===== config.mk =====
export PLATFORM = sky130hd
export DESIGN_NAME = sdram_arbiter_flat
export DESIGN_NICKNAME = d
export VERILOG_FILES = /design/src/rtl/sdram_arb_pkg.sv /design/src/rtl/sdram_arbiter_if.sv /design/src/rtl/sdram_arb_grant.sv /design/src/rtl/sdram_arbiter.sv /design/src/flat_wrapper.sv
export SDC_FILE = /design/constraint.sdc
export NUM_CORES = 1
export LEC_CHECK = 0
export CELL_PAD_IN_SITES_DETAIL_PLACEMENT = 0
export CELL_PAD_IN_SITES_GLOBAL_PLACEMENT = 1
export CORE_ASPECT_RATIO = 0.7
export CORE_MARGIN = 10
export CORE_UTILIZATION = 31
export DETAILED_ROUTE_END_ITERATION = 8
export MAX_ROUTING_LAYER = met4
export PLACE_DENSITY = 0.81
export SYNTH_ARGS = -nofsm -noshare
export SYNTH_HDL_FRONTEND = slang
export SYNTH_SLANG_ARGS = --single-unit

===== constraint.sdc =====
create_clock -name clock -period 4.3 [get_ports clock]
set_clock_uncertainty 0.15 [all_clocks]
set_input_delay 1.29 -clock clock [delete_from_list [all_inputs] [get_ports clock]]
set_output_delay 1.29 -clock clock [all_outputs]
set_load 0.005 [all_outputs]

===== src/rtl/sdram_arb_pkg.sv =====
// Shared types and widths for the two-port SDRAM arbiter.
package sdram_arb_pkg;

    localparam int ADDR_W    = 26;
    localparam int DATA_W    = 16;
    localparam int BE_W      = 2;
    localparam int NUM_PORTS = 2;
    localparam int CNT_W     = 8;

    typedef enum logic [1:0] {
        IDLE     = 2'd0,
        ISSUE    = 2'd1,
        WAITDATA = 2'd2,
        DONE     = 2'd3
    } arb_state_t;

    // Latched copy of a requester's command, taken at grant time.
    typedef struct packed {
        logic              write;
        logic [ADDR_W-1:0] addr;
        logic [DATA_W-1:0] wdata;
        logic [BE_W-1:0]   be;
    } arb_req_t;

endpackage


===== src/rtl/sdram_arbiter_if.sv =====
// Requester-side and Avalon-MM-side signal bundle of the arbiter.
interface sdram_arbiter_if;
    import sdram_arb_pkg::*;

    logic              r0_request,    r1_request;
    logic              r0_write,      r1_write;
    logic [ADDR_W-1:0] r0_address,    r1_address;
    logic [DATA_W-1:0] r0_writedata,  r1_writedata;
    logic [BE_W-1:0]   r0_byteenable, r1_byteenable;
    logic              r0_done,       r1_done;
    logic [DATA_W-1:0] r0_readdata,   r1_readdata;
    logic              r0_error,      r1_error;

    logic [ADDR_W-1:0] sdram_addr;
    logic [BE_W-1:0]   sdram_byteenable_n;
    logic              sdram_chipselect;
    logic [DATA_W-1:0] sdram_writedata;
    logic              sdram_read_n;
    logic              sdram_write_n;
    logic [DATA_W-1:0] sdram_readdata;
    logic              sdram_readdata_valid;
    logic              sdram_waitrequest;

    // Arbiter side.
    modport slave (
        input  r0_request, r0_write, r0_address, r0_writedata, r0_byteenable,
        input  r1_request, r1_write, r1_address, r1_writedata, r1_byteenable,
        output r0_done, r0_readdata, r0_error,
        output r1_done, r1_readdata, r1_error,
        output sdram_addr, sdram_byteenable_n, sdram_chipselect,
        output sdram_writedata, sdram_read_n, sdram_write_n,
        input  sdram_readdata, sdram_readdata_valid, sdram_waitrequest
    );

    // Requesters plus memory side.
    modport master (
        output r0_request, r0_write, r0_address, r0_writedata, r0_byteenable,
        output r1_request, r1_write, r1_address, r1_writedata, r1_byteenable,
        input  r0_done, r0_readdata, r0_error,
        input  r1_done, r1_readdata, r1_error,
        input  sdram_addr, sdram_byteenable_n, sdram_chipselect,
        input  sdram_writedata, sdram_read_n, sdram_write_n,
        output sdram_readdata, sdram_readdata_valid, sdram_waitrequest
    );

endinterface


===== src/rtl/sdram_arb_grant.sv =====
// Two-input grant selection with last-grant memory for round-robin ties.
module sdram_arb_grant #(
    parameter int FIXED_PRIORITY = 0
) (
    input  logic       clock,
    input  logic       reset,
    input  logic [1:0] request,
    input  logic       take,
    output logic       grant_idx,
    output logic       grant_vld
);

    logic last_grant;

    // Pick a port: single requester wins outright, ties go by policy.
    always_comb begin
        grant_vld = |request;
        grant_idx = request[1];
        if (request == 2'b11)
            grant_idx = (FIXED_PRIORITY != 0) ? 1'b0 : ~last_grant;
    end

    // Remember who was granted; reset value 1 lets port 0 win the first tie.
    always_ff @(posedge clock or posedge reset) begin
        if (reset)     last_grant <= 1'b1;
        else if (take) last_grant <= grant_idx;
    end

endmodule


===== src/rtl/sdram_arbiter.sv =====
// Two-port arbiter onto a single Avalon-MM SDRAM port, one transaction
// outstanding, with a read-data timeout.
module sdram_arbiter
    import sdram_arb_pkg::*;
#(
    parameter int FIXED_PRIORITY = 0,
    parameter int TIMEOUT        = 64
) (
    input  logic            clock,
    input  logic            reset,
    sdram_arbiter_if.slave  bus
);

    arb_state_t                  state, state_nxt;
    arb_req_t [NUM_PORTS-1:0]    req_in;
    logic     [NUM_PORTS-1:0]    req_vec;
    arb_req_t                    cur;
    logic                        cur_port;
    logic                        gnt_idx, gnt_vld, take;
    logic [CNT_W-1:0]            wait_cnt;
    logic                        timeout_hit, enter_done, issuing;
    logic [DATA_W-1:0]           fin_data;
    logic                        fin_err;
    logic [NUM_PORTS-1:0]        done_q, err_q;
    logic [NUM_PORTS-1:0][DATA_W-1:0] rdata_q;

    assign req_vec   = {bus.r1_request, bus.r0_request};
    assign req_in[0] = '{write: bus.r0_write, addr: bus.r0_address,
                         wdata: bus.r0_writedata, be: bus.r0_byteenable};
    assign req_in[1] = '{write: bus.r1_write, addr: bus.r1_address,
                         wdata: bus.r1_writedata, be: bus.r1_byteenable};

    sdram_arb_grant #(.FIXED_PRIORITY(FIXED_PRIORITY)) u_grant (
        .clock     (clock),
        .reset     (reset),
        .request   (req_vec),
        .take      (take),
        .grant_idx (gnt_idx),
        .grant_vld (gnt_vld)
    );

    assign take        = (state == IDLE) && gnt_vld;
    assign timeout_hit = (wait_cnt == CNT_W'(TIMEOUT - 1));
    assign enter_done  = (state != DONE) && (state_nxt == DONE);
    assign issuing     = (state == ISSUE);

    // State register.
    always_ff @(posedge clock or posedge reset) begin
        if (reset) state <= IDLE;
        else       state <= state_nxt;
    end

    // Next state plus the completion result that is written on entry to DONE.
    always_comb begin
        state_nxt = state;
        fin_data  = '0;
        fin_err   = 1'b0;
        case (state)
            IDLE:     if (gnt_vld) state_nxt = ISSUE;
            ISSUE:    if (!bus.sdram_waitrequest)
                          state_nxt = cur.write ? DONE : WAITDATA;
            WAITDATA: begin
                if (bus.sdram_readdata_valid) begin
                    state_nxt = DONE;
                    fin_data  = bus.sdram_readdata;
                end else if (timeout_hit) begin
                    state_nxt = DONE;
                    fin_err   = 1'b1;
                end
            end
            DONE:     state_nxt = IDLE;
            default:  state_nxt = IDLE;
        endcase
    end

    // Latch the granted command and run the read-wait counter.
    always_ff @(posedge clock or posedge reset) begin
        if (reset) begin
            cur      <= '0;
            cur_port <= 1'b0;
            wait_cnt <= '0;
        end else begin
            if (take) begin
                cur      <= req_in[gnt_idx];
                cur_port <= gnt_idx;
            end
            wait_cnt <= (state == WAITDATA && state_nxt == WAITDATA) ?
                        wait_cnt + 1'b1 : '0;
        end
    end

    // Strobes only during ISSUE; address and data simply hold the latched copy.
    assign bus.sdram_chipselect   = issuing;
    assign bus.sdram_read_n       = issuing ? cur.write  : 1'b1;
    assign bus.sdram_write_n      = issuing ? ~cur.write : 1'b1;
    assign bus.sdram_byteenable_n = issuing ? ~cur.be    : 2'b11;
    assign bus.sdram_addr         = cur.addr;
    assign bus.sdram_writedata    = cur.wdata;

    for (genvar p = 0; p < NUM_PORTS; p++) begin : g_port
        logic              done_r, err_r;
        logic [DATA_W-1:0] rdata_r;

        // Per-port completion pulse and sticky result.
        always_ff @(posedge clock or posedge reset) begin
            if (reset) begin
                done_r  <= 1'b0;
                err_r   <= 1'b0;
                rdata_r <= '0;
            end else begin
                done_r <= enter_done && (cur_port == 1'(p));
                if (enter_done && (cur_port == 1'(p))) begin
                    rdata_r <= fin_data;
                    err_r   <= fin_err;
                end
            end
        end

        assign done_q[p]  = done_r;
        assign err_q[p]   = err_r;
        assign rdata_q[p] = rdata_r;
    end

    assign bus.r0_done     = done_q[0];
    assign bus.r1_done     = done_q[1];
    assign bus.r0_error    = err_q[0];
    assign bus.r1_error    = err_q[1];
    assign bus.r0_readdata = rdata_q[0];
    assign bus.r1_readdata = rdata_q[1];

endmodule


===== src/flat_wrapper.sv =====
// flat-port wrapper written by rule: the top's interface ports become plain ports
module sdram_arbiter_flat import sdram_arb_pkg::*;
#(
    parameter int FIXED_PRIORITY = 0,
    parameter int TIMEOUT        = 64
)
  (clock, reset, bus_r0_request, bus_r0_write, bus_r0_address, bus_r0_writedata, bus_r0_byteenable, bus_r1_request, bus_r1_write, bus_r1_address, bus_r1_writedata, bus_r1_byteenable, bus_r0_done, bus_r0_readdata, bus_r0_error, bus_r1_done, bus_r1_readdata, bus_r1_error, bus_sdram_addr, bus_sdram_byteenable_n, bus_sdram_chipselect, bus_sdram_writedata, bus_sdram_read_n, bus_sdram_write_n, bus_sdram_readdata, bus_sdram_readdata_valid, bus_sdram_waitrequest);
  sdram_arbiter_if bus_i ();
  input  logic clock;
  input  logic reset;
  input wire logic [$bits(bus_i.r0_request)-1:0] bus_r0_request;
  input wire logic [$bits(bus_i.r0_write)-1:0] bus_r0_write;
  input wire logic [$bits(bus_i.r0_address)-1:0] bus_r0_address;
  input wire logic [$bits(bus_i.r0_writedata)-1:0] bus_r0_writedata;
  input wire logic [$bits(bus_i.r0_byteenable)-1:0] bus_r0_byteenable;
  input wire logic [$bits(bus_i.r1_request)-1:0] bus_r1_request;
  input wire logic [$bits(bus_i.r1_write)-1:0] bus_r1_write;
  input wire logic [$bits(bus_i.r1_address)-1:0] bus_r1_address;
  input wire logic [$bits(bus_i.r1_writedata)-1:0] bus_r1_writedata;
  input wire logic [$bits(bus_i.r1_byteenable)-1:0] bus_r1_byteenable;
  output wire logic [$bits(bus_i.r0_done)-1:0] bus_r0_done;
  output wire logic [$bits(bus_i.r0_readdata)-1:0] bus_r0_readdata;
  output wire logic [$bits(bus_i.r0_error)-1:0] bus_r0_error;
  output wire logic [$bits(bus_i.r1_done)-1:0] bus_r1_done;
  output wire logic [$bits(bus_i.r1_readdata)-1:0] bus_r1_readdata;
  output wire logic [$bits(bus_i.r1_error)-1:0] bus_r1_error;
  output wire logic [$bits(bus_i.sdram_addr)-1:0] bus_sdram_addr;
  output wire logic [$bits(bus_i.sdram_byteenable_n)-1:0] bus_sdram_byteenable_n;
  output wire logic [$bits(bus_i.sdram_chipselect)-1:0] bus_sdram_chipselect;
  output wire logic [$bits(bus_i.sdram_writedata)-1:0] bus_sdram_writedata;
  output wire logic [$bits(bus_i.sdram_read_n)-1:0] bus_sdram_read_n;
  output wire logic [$bits(bus_i.sdram_write_n)-1:0] bus_sdram_write_n;
  input wire logic [$bits(bus_i.sdram_readdata)-1:0] bus_sdram_readdata;
  input wire logic [$bits(bus_i.sdram_readdata_valid)-1:0] bus_sdram_readdata_valid;
  input wire logic [$bits(bus_i.sdram_waitrequest)-1:0] bus_sdram_waitrequest;
  assign bus_i.r0_request = bus_r0_request;
  assign bus_i.r0_write = bus_r0_write;
  assign bus_i.r0_address = bus_r0_address;
  assign bus_i.r0_writedata = bus_r0_writedata;
  assign bus_i.r0_byteenable = bus_r0_byteenable;
  assign bus_i.r1_request = bus_r1_request;
  assign bus_i.r1_write = bus_r1_write;
  assign bus_i.r1_address = bus_r1_address;
  assign bus_i.r1_writedata = bus_r1_writedata;
  assign bus_i.r1_byteenable = bus_r1_byteenable;
  assign bus_r0_done = bus_i.r0_done;
  assign bus_r0_readdata = bus_i.r0_readdata;
  assign bus_r0_error = bus_i.r0_error;
  assign bus_r1_done = bus_i.r1_done;
  assign bus_r1_readdata = bus_i.r1_readdata;
  assign bus_r1_error = bus_i.r1_error;
  assign bus_sdram_addr = bus_i.sdram_addr;
  assign bus_sdram_byteenable_n = bus_i.sdram_byteenable_n;
  assign bus_sdram_chipselect = bus_i.sdram_chipselect;
  assign bus_sdram_writedata = bus_i.sdram_writedata;
  assign bus_sdram_read_n = bus_i.sdram_read_n;
  assign bus_sdram_write_n = bus_i.sdram_write_n;
  assign bus_i.sdram_readdata = bus_sdram_readdata;
  assign bus_i.sdram_readdata_valid = bus_sdram_readdata_valid;
  assign bus_i.sdram_waitrequest = bus_sdram_waitrequest;
  sdram_arbiter #(.FIXED_PRIORITY(FIXED_PRIORITY), .TIMEOUT(TIMEOUT)) u_core (.clock(clock), .reset(reset), .bus(bus_i));
endmodule

After elaboration in Yosys (flattened, before gate mapping) --
Index checks and enable logic that the tools add are counted.
Storage, ports and cells: bits in registers 93, input bits 112, output and inout bits 83, word-level logic and storage cells 53
Cells by class: add/sub/neg operators 1, order comparisons 1, equal/unequal tests 8, mux-type cells 18, bitwise operators 4, reductions and logical operators 7
Operator list (count):
- 45-bit two-way mux | 2
- 16-bit two-way mux | 2
- 2-bit == test, second input constant | 5
- 2-bit two-way mux | 5
- 8-bit by 1-bit adder with 8-bit output, second input constant | 1
- 8-bit by 6-bit == test with 1-bit output, second input constant | 1
- 8-bit two-way mux | 1
- 2-bit one-hot mux with 4 select lines | 1
- 1-bit two-way mux | 7
- 1-bit logical AND | 5
- 1-bit inverter | 3
- 2-bit by 1-bit == test with 1-bit output, second input constant | 1
- 2-bit logical NOT | 1
- 1-bit by 2-bit < comparator with 1-bit output, second input constant | 1
- 2-bit != test, second input constant | 1
- 2-bit inverter | 1
- 2-bit OR reduction | 1

Longest topological paths before layout --
Gate-level depths: netlist of run 1.
word-level depth 7, depth in mapped cells 7

By module --
From an unflattened synthesis of run 1, not the netlist that was laid out.
Second synthesis, totals: cells, all modules 444, area, all modules 4463.0 um2
Modules (own cells, without submodules):
- sdram_arbiter | instances 1, cells each 439, area each 4400.5 um2
- sdram_arb_grant | instances 1, cells each 5, area each 62.6 um2

Least setup slack after synthesis of run 1 --
No wires, ideal clock.
path kind input port to flip-flop, start point input port bus_r1_request, end point register u_core.g_port[0].err_r, in the netlist u_core.bus.r0_error, setup time 0.128 ns, data arrival time 2.294 ns, required time 4.022 ns, slack 1.729 ns, stages 5, buffers on the path 1, cells stage by stage nor3_1 o32a_4 a211oi_4 buf_6 o22ai_1
Between the ends: word-level cells in the longest chain between the ends 6
Ends and longest elaborated chain:
- from (decl) | RTL line flat_wrapper.sv:16 | input wire logic [$bits(bus_i.r1_request)-1:0] bus_r1_request;
- 2-bit OR reduction | RTL line sdram_arb_grant.sv:17 | grant_vld = |request;
- 2-bit two-way mux | RTL line sdram_arbiter.sv:59 | IDLE: if (gnt_vld) state_nxt = ISSUE;
- 2-bit one-hot mux with 4 select lines | RTL line sdram_arbiter.sv:58 | case (state)
- 2-bit == test | RTL line sdram_arbiter.sv:44 | assign enter_done = (state != DONE) && (state_nxt == DONE);
- 1-bit logical AND | RTL line sdram_arbiter.sv:44
- 1-bit logical AND | RTL line sdram_arbiter.sv:112 | if (enter_done && (cur_port == 1'(p))) begin
- to (signal assigned) | RTL line sdram_arbiter.sv:114 | err_r <= fin_err;
- to (decl) | RTL line sdram_arbiter.sv:101 | logic done_r, err_r;
No other way between the ends. A chain may end at the register's enable or synchronous reset.

Final worst setup path of run 1 --
start point register u_core.state[1], end point output port bus_sdram_byteenable_n[0]
Between the ends: word-level cells in the longest chain between the ends 2
Ends and longest elaborated chain:
- from (decl) | RTL line sdram_arbiter.sv:14 | arb_state_t state, state_nxt;
- from (signal assigned) | RTL line sdram_arbiter.sv:50 | else state <= state_nxt;
- 2-bit by 1-bit == test with 1-bit output | RTL line sdram_arbiter.sv:45 | assign issuing = (state == ISSUE);
- 2-bit two-way mux | RTL line sdram_arbiter.sv:96 | assign bus.sdram_byteenable_n = issuing ? ~cur.be : 2'b11;
- to (decl) | RTL line flat_wrapper.sv:28 | output wire logic [$bits(bus_i.sdram_byteenable_n)-1:0] bus_sdram_byteenable_n;
No other way between the ends.

==> reports/qor.yml, run 1 <==
yosys:
  ys_ff_latch: 93
  postSynthCellCount: 448
  yosys.area.top_type: "dfrtp_1"
  yosysTopAreaCellShare_pct: 52.6
  ys_seq_area_share_pct: 53.2
  avgSynthCellArea_um2: 9.78
  ys_warn_count: 0
  synth_nets: 561
  synth_area_leaders: "dfrtp_1 53%, mux2i_1 10%, buf_4 7.2%, a21oi_1 5.3%, nor2_1 4.7%"
  synth_cell_type_count: 31
  synthesis.area_um2: 4380
job:
  max_cap_viol_count: 0
critical_path:
  cp_num_buf_inv: 2
  path_class: "reg -> out"
  path_delay_family: "buffers and inverters"
  max_stage_delay_ps: 470
  start_kind: "flop"
  crit_required_ps: 2860
  crit_chain: "nand2b_1 -> inv_1 -> nand2_1 -> clkdlybuf4s50_1"
  startpoint: "u_core.state[1]$_DFF_PP0_"
  arrival_ps: 1740
  crit_path_end_kind: "primary output"
  crit_slowest_cell: "clkdlybuf4s50_1"
  reg2reg_from: "u_core.wait_cnt[0]$_DFF_PP0_"
  cp_max_fo: 6
  r2r_slack_ps: 2000
timing:
  period_needed_ps: 3180
  setup-tns-final_ps: 0
  tightest_slew_ps: 738
  relSlewSlack_pct: 50.8
  finalHoldViolCount: 0
  setup_violations: 0
  rsz0062_at_grt: "false"
  period_share_pct: 73.9
  fmax_mhz: 315
  holdWs_ps: 343
  slew_violations: 0
  timing.final.ws_setup_ps: 1120
cts:
  cts.clk_slew.worst_paths_ps: 70
  worst_skew_pair.late_latency_ps: 340
  cts_buffers: 9
  cts-root-buf: "clkbuf_16"
  cts_num_sinks: 93
  ctsHoldBuffers: 0
  cts_max_path_buffers: 2
  cts_resized: 0
  post_cts_buffers: 0
  cts_tree: "yes"
  htreeDepth: 3
drt:
  wire_per_inst_um: 16.4
  dr.pass1.iters: 4
  drt-vias-per-instance: 4.40
  first_iter_violations: 171
  ant_nets: 0
  vias: 3475
  wirelength_um: 12900
  remaining_drc_errors: 0
power:
  leakagePower_nw: 2.71
  ir_drop_v: 0.000244
  power_mw: 3.96
  power_per_cell_area_nw_per_um2: 608
finish:
  multi_input_area_um2: 1500
  drive_gt1_share_pct: 4.84
  nFillCells: 1289
  fin_nets: 707
  seq_area_um2: 2330
  areaGrowthSynthToFinish_pct: 48.7
  diodes: 0
die:
  die_y_um: 119
  row_count: 36
  die_w_um: 162
  dieArea_um2: 19400
  ios: 195
  initial_core_util_pct: 31.6
  core-area_um2: 13900
global_route:
  grt_pass1_wl_um: 20500
  grt_pass1_vias: 3672
  antenna_found_initial: 0
  grt_usage_pct: 13.6
  grt_max_degree: 78
  overflow: 0
place:
  preCtsSetupSlack_ps: 768
  dpl.hpwl_um: 10200
  portBuffers: 194
  gp_congestion: 0.770
worst_hold_path:
  hold_path.startpoint: "u_core.wait_cnt[0]$_DFF_PP0_"
  hold_path_class: "reg -> reg"
status:
  status: "complete, no violations"
registers in the layout, summed over array words and instances, names as in the netlist:
name / cells
u_core.cur: 3
u_core.bus.sdram_writedata: 16
u_core.state: 2
u_core.u_grant.last_grant: 1
u_core.bus.r1_error: 1
u_core.bus.r0_readdata: 16
u_core.wait_cnt: 8
u_core.bus.r0_error: 1
u_core.bus.r0_done: 1
u_core.bus.r1_done: 1
u_core.bus.sdram_addr: 26
u_core.bus.r1_readdata: 16
u_core.cur_port: 1
report_power, final:
part / internal [mW] / total (mW) / switching [mW] / leakage (nW)
sequential: 1.25 / 1.47 / 0.218 / 1.13
clock: 0.407 / 0.776 / 0.369 / 0.140
combinational: 0.976 / 1.72 / 0.741 / 1.44
total: 2.63 / 3.96 / 1.33 / 2.71
worst paths after layout:
| check | to | cells after the start |
|---|---|---|
| max in group asynchronous | u_core.u_grant.last_grant$_DFFE_PP1P_ | 3 |
| worst max register to register | u_core.bus.r0_readdata[12]$_DFFE_PP0P_ | 5 |
| worst min register to register | u_core.wait_cnt[0]$_DFF_PP0_ | 1 |
| min in group asynchronous | u_core.bus.sdram_writedata[13]$_DFFE_PP0P_ | 2 |
| worst max-delay path | bus_sdram_byteenable_n[0] | 4 |
| worst min-delay path | u_core.wait_cnt[0]$_DFF_PP0_ | 1 |
routing by layer:
metal | GRT usage, % | wire (µm) | vias up
met3 | 4.65 | 999 | 10
met5 | - | 0 | -
li1 | - | - | 1706
met2 | 20.7 | 5880 | 122
met1 | 17.1 | 5940 | 1637
met4 | 3.12 | 112 | 0
per-stage QoR:
stage          utilization, %  instance area (µm²)  cells
6_report                 47.0                 6510    789
5_1_grt                  47.0                 6510    789
3_3_place_gp             44.9                 6220    773
4_1_cts                  47.0                 6510    789
2_1_floorplan               -                 4380    448
3_5_place_dp             44.9                 6220    773
cell type report:
type,count,share of cell area [%]
clock buffer,9,3.46
clock inverter,7,0.999
inverter,38,2.21
multi-input combinational,253,23.0
sequential,93,35.7
tap,190,3.65
timing repair buffer,199,31.0
kinds of logic (layout without fill, tap and decap cells):
kind of cell | count (synthesis) | in the layout | share of synthesized area [%]
buffers and inverters | 102 | 253 | 12.9
multiplexers | 45 | 45 | 10.3
AND/OR/NAND/NOR | 113 | 113 | 10.7
AO/OA/AOI/OAI | 88 | 88 | 11.4
XOR/XNOR | 6 | 6 | 1.20
adder cells (fa/ha/maj) | 1 | 1 | 0.286
flip-flops | 93 | 93 | 53.2
cells in the mapped netlist:
library cell  instances
a211oi_4              2
a21boi_0              1
a21oi_1              46
a31oi_1               1
and2_1                1
and3_1                5
and4bb_2              1
buf_1                 4
buf_2                 9
buf_4                42
buf_6                 2
clkbuf_1              7
dfrtp_1              92
dfstp_2               1
ha_1                  1
inv_1                38
mux2i_1              45
nand2_1              40
nand2b_1              3
nand3_1               4
nand4_1               1
nor2_1               55
nor2b_1               2
nor3_1                1
o21a_1                2
o21ai_0              25
o21ai_1               8
o22ai_1               2
o32a_4                1
xnor2_1               2
xor2_1                4
worst register-to-register path, delay by kind of cell, from the launching register on:
family                     cells  cell delay (ps)
AOI/OAI and AO/OA              2              880
and+or+nand+nor                2              540
DFF                            1              390
adders and majority gates      1              190
layout by cell type, fill, tap and decap left out, types with 2 or more instances in the layout:
master	netlist	routed
inv_8	0	2
xnor2_1	2	2
nor2_1	55	55
nand2b_1	3	3
mux2i_1	45	45
o21ai_0	25	25
buf_4	42	2
dfrtp_1	92	92
nand3_1	4	4
clkinv_4	0	2
clkbuf_16	0	9
inv_6	0	2
o22ai_1	2	2
and3_1	5	5
nand2_1	40	40
inv_1	38	37
a211oi_4	2	2
o21ai_1	8	8
buf_12	0	3
nor2b_1	2	2
xor2_1	4	4
a21oi_1	46	46
clkdlybuf4s50_1	0	194
(Power assumes the default switching activity.)
==> inputs of run 2 (changes only) <==
--- a/config.mk
+++ b/config.mk
@@ -9,10 +9,10 @@
 export CELL_PAD_IN_SITES_GLOBAL_PLACEMENT = 1
 export CORE_ASPECT_RATIO = 0.7
 export CORE_MARGIN = 10
-export CORE_UTILIZATION = 31
+export CORE_UTILIZATION = 28
 export DETAILED_ROUTE_END_ITERATION = 8
 export MAX_ROUTING_LAYER = met4
-export PLACE_DENSITY = 0.81
+export PLACE_DENSITY = 0.77
 export SYNTH_ARGS = -nofsm -noshare
 export SYNTH_HDL_FRONTEND = slang
 export SYNTH_SLANG_ARGS = --single-unit
==> constraint.sdc (replaced) <==
create_clock -name clock -period 2.6 [get_ports clock]
set_clock_uncertainty 0.15 [all_clocks]
set_input_delay 0.78 -clock clock [delete_from_list [all_inputs] [get_ports clock]]
set_output_delay 0.78 -clock clock [all_outputs]
set_load 0.005 [all_outputs]
==> reports/qor.yml, run 2 (synthesis results as in run 1) <==
drt:
  wire_per_inst_um: 16.1  # -1.7%
  dr.pass1.iters: 4  # unchanged
  remaining_drc_errors: 0  # unchanged
  drt-vias-per-instance: 4.33  # -1.7%
  ant_nets: 0  # unchanged
  first_iter_violations: 215  # +26%
  wirelength_um: 13000  # +0.39%
  vias: 3491  # +0.46%
finish:
  diodes: 0  # unchanged
  fin_nets: 714  # +0.99%
  largest_reg_flops: 26  # unchanged
  stdcell_count: 806  # +2.2%
  final_cell_mix: "194 x clkdlybuf4s50_1, 92 x dfrtp_1, 55 x nor2_1, 46 x a21oi_1, 45 x mux2i_1"
  final_common_cell: "clkdlybuf4s50_1"
  drive_gt1_share_pct: 6.11  # +1.3 points
  areaGrowthSynthToFinish_pct: 51.1
  fin_util_pct: 43.0  # -4.0 points
die:
  ios: 195  # unchanged
  die_w_um: 169  # +4.6%
  row_count: 38  # +5.6%
  die_y_um: 125  # +4.3%
  dieArea_um2: 21100  # +9.1%
  initial_core_util_pct: 28.4  # -3.1 points
  core-area_um2: 15400  # +11%
timing:
  fmax_mhz: 397
  tightest_slew_ps: 593  # -145 ps
  holdWs_ps: 365  # +22.3 ps
  relSlewSlack_pct: 60.5  # +9.7 points
  finalHoldViolCount: 0  # unchanged
  period_share_pct: 97.0
  slew_violations: 0  # unchanged
  timing.final.ws_setup_ps: 79.2  # -1040 ps
  rsz0062_at_grt: "false"
  period_needed_ps: 2520
  setup_violations: 0  # unchanged
place:
  dpl.hpwl_um: 10100  # -1.5%
  portBuffers: 194  # unchanged
  preCtsSetupSlack_ps: -40.3  # -808 ps
  gp_congestion: 0.772  # +0.18%
  dp.cells: 789  # +2.1%
power:
  ir_drop_v: 0.000494  # +100%
  power_mw: 6.65  # +68%
  leakagePower_nw: 2.76  # +1.7%
  power_per_cell_area_nw_per_um2: 1000  # +65%
global_route:
  grt_pass1_wl_um: 21000  # +2.3%
  grt_pass1_vias: 3742  # +1.9%
  overflow: 0  # unchanged
  grt_max_degree: 74  # -5.1%
  grt_usage_pct: 12.5  # -1.1 points
  antenna_found_initial: 0  # unchanged
cts:
  cts_tree: "yes"
  worst_skew_pair.late_latency_ps: 340  # about the same
  cts-root-buf: "clkbuf_16"
  cts_buffers: 9  # unchanged
  htreeDepth: 3  # unchanged
  cts_num_sinks: 93  # unchanged
  ctsHoldBuffers: 0  # unchanged
  cts_max_path_buffers: 2  # unchanged
  cts.clk_slew.worst_paths_ps: 70  # about the same
critical_path:
  max_stage_delay_ps: 530  # +60 ps
  crit_path_end_kind: "primary output"
  cp_max_fo: 5  # -1
  crit_slowest_cell: "clkdlybuf4s50_1"
  arrival_ps: 1590  # -150 ps
  crit_chain: "nand2b_1 -> inv_2 -> nand2_1 -> clkdlybuf4s50_1"
  crit_required_ps: 1670  # -1190 ps
  start_kind: "flop"
  path_class: "reg -> out"
status:
  status: "complete, no violations"
job:
  max_cap_viol_count: 0  # unchanged
worst_hold_path:
  hold_path_class: "reg -> reg"
==> run 2: report_power, final <==
part           internal (mW)  switching (mW)  total, mW
combinational           1.69            1.23       2.92
clock                  0.677           0.626       1.30
sequential              2.06           0.359       2.42
total                   4.43            2.22       6.65
==> run 2: metal layers <==
| layer | part of all wire (%) | GRT usage, % | up-vias |
|---|---|---|---|
| li1 | - | - | 1726 |
| met4 | 1.1 | 2.58 | 0 |
| met2 | 48 | 20.1 | 110 |
| met1 | 44 | 15.0 | 1645 |
| met3 | 7.1 | 3.97 | 10 |
| met5 | 0 | - | - |
==> run 2: metrics by stage <==
stage | setup TNS (ps) | instance area, µm²
5_1_grt | 0 | 6620
2_1_floorplan | 0 | 4380
4_1_cts | 0 | 6620
3_5_place_dp | -179 | 6320
3_3_place_gp | 0 | 6320
6_report | 0 | 6620
==> run 2: critical path: cells and delay by family, from the launching register on <==
| family | cells | cell delay [ps] |
|---|---|---|
| buf+inv | 2 | 620 |
| flops | 1 | 430 |
| simple gates | 2 | 210 |
==> run 2: area by class of cell <==
| class | instances | area, µm² |
|---|---|---|
| clock buffer | 9 | 225 |
| clock inverter | 7 | 65.1 |
| fill | 1465 | 8790 |
| inverter | 38 | 146 |
| multi-input combinational | 253 | 1500 |
| sequential | 93 | 2330 |
| tap | 200 | 250 |
| timing repair buffer | 206 | 2110 |
==> run 2: repair_timing <==
item,CTS,global route
setup endpoints to repair,5,0
gates resized for setup,1,0
setup buffers,1,0
==> run 2: final timing paths <==
kind                                                    from                                          to  slack [ps]  cells after the start
worst max-delay path               u_core.state[0]$_DFF_PP0_                   bus_sdram_byteenable_n[0]          80                      4
worst min-delay path            u_core.wait_cnt[0]$_DFF_PP0_                u_core.wait_cnt[0]$_DFF_PP0_         370                      1
worst min register to register  u_core.wait_cnt[0]$_DFF_PP0_                u_core.wait_cnt[0]$_DFF_PP0_         370                      1
min in group asynchronous                              reset  u_core.bus.sdram_writedata[10]$_DFFE_PP0P_         620                      2
max in group asynchronous                              reset       u_core.u_grant.last_grant$_DFFE_PP1P_        1060                      3
worst max register to register  u_core.wait_cnt[0]$_DFF_PP0_      u_core.bus.r0_readdata[15]$_DFFE_PP0P_         580                      6
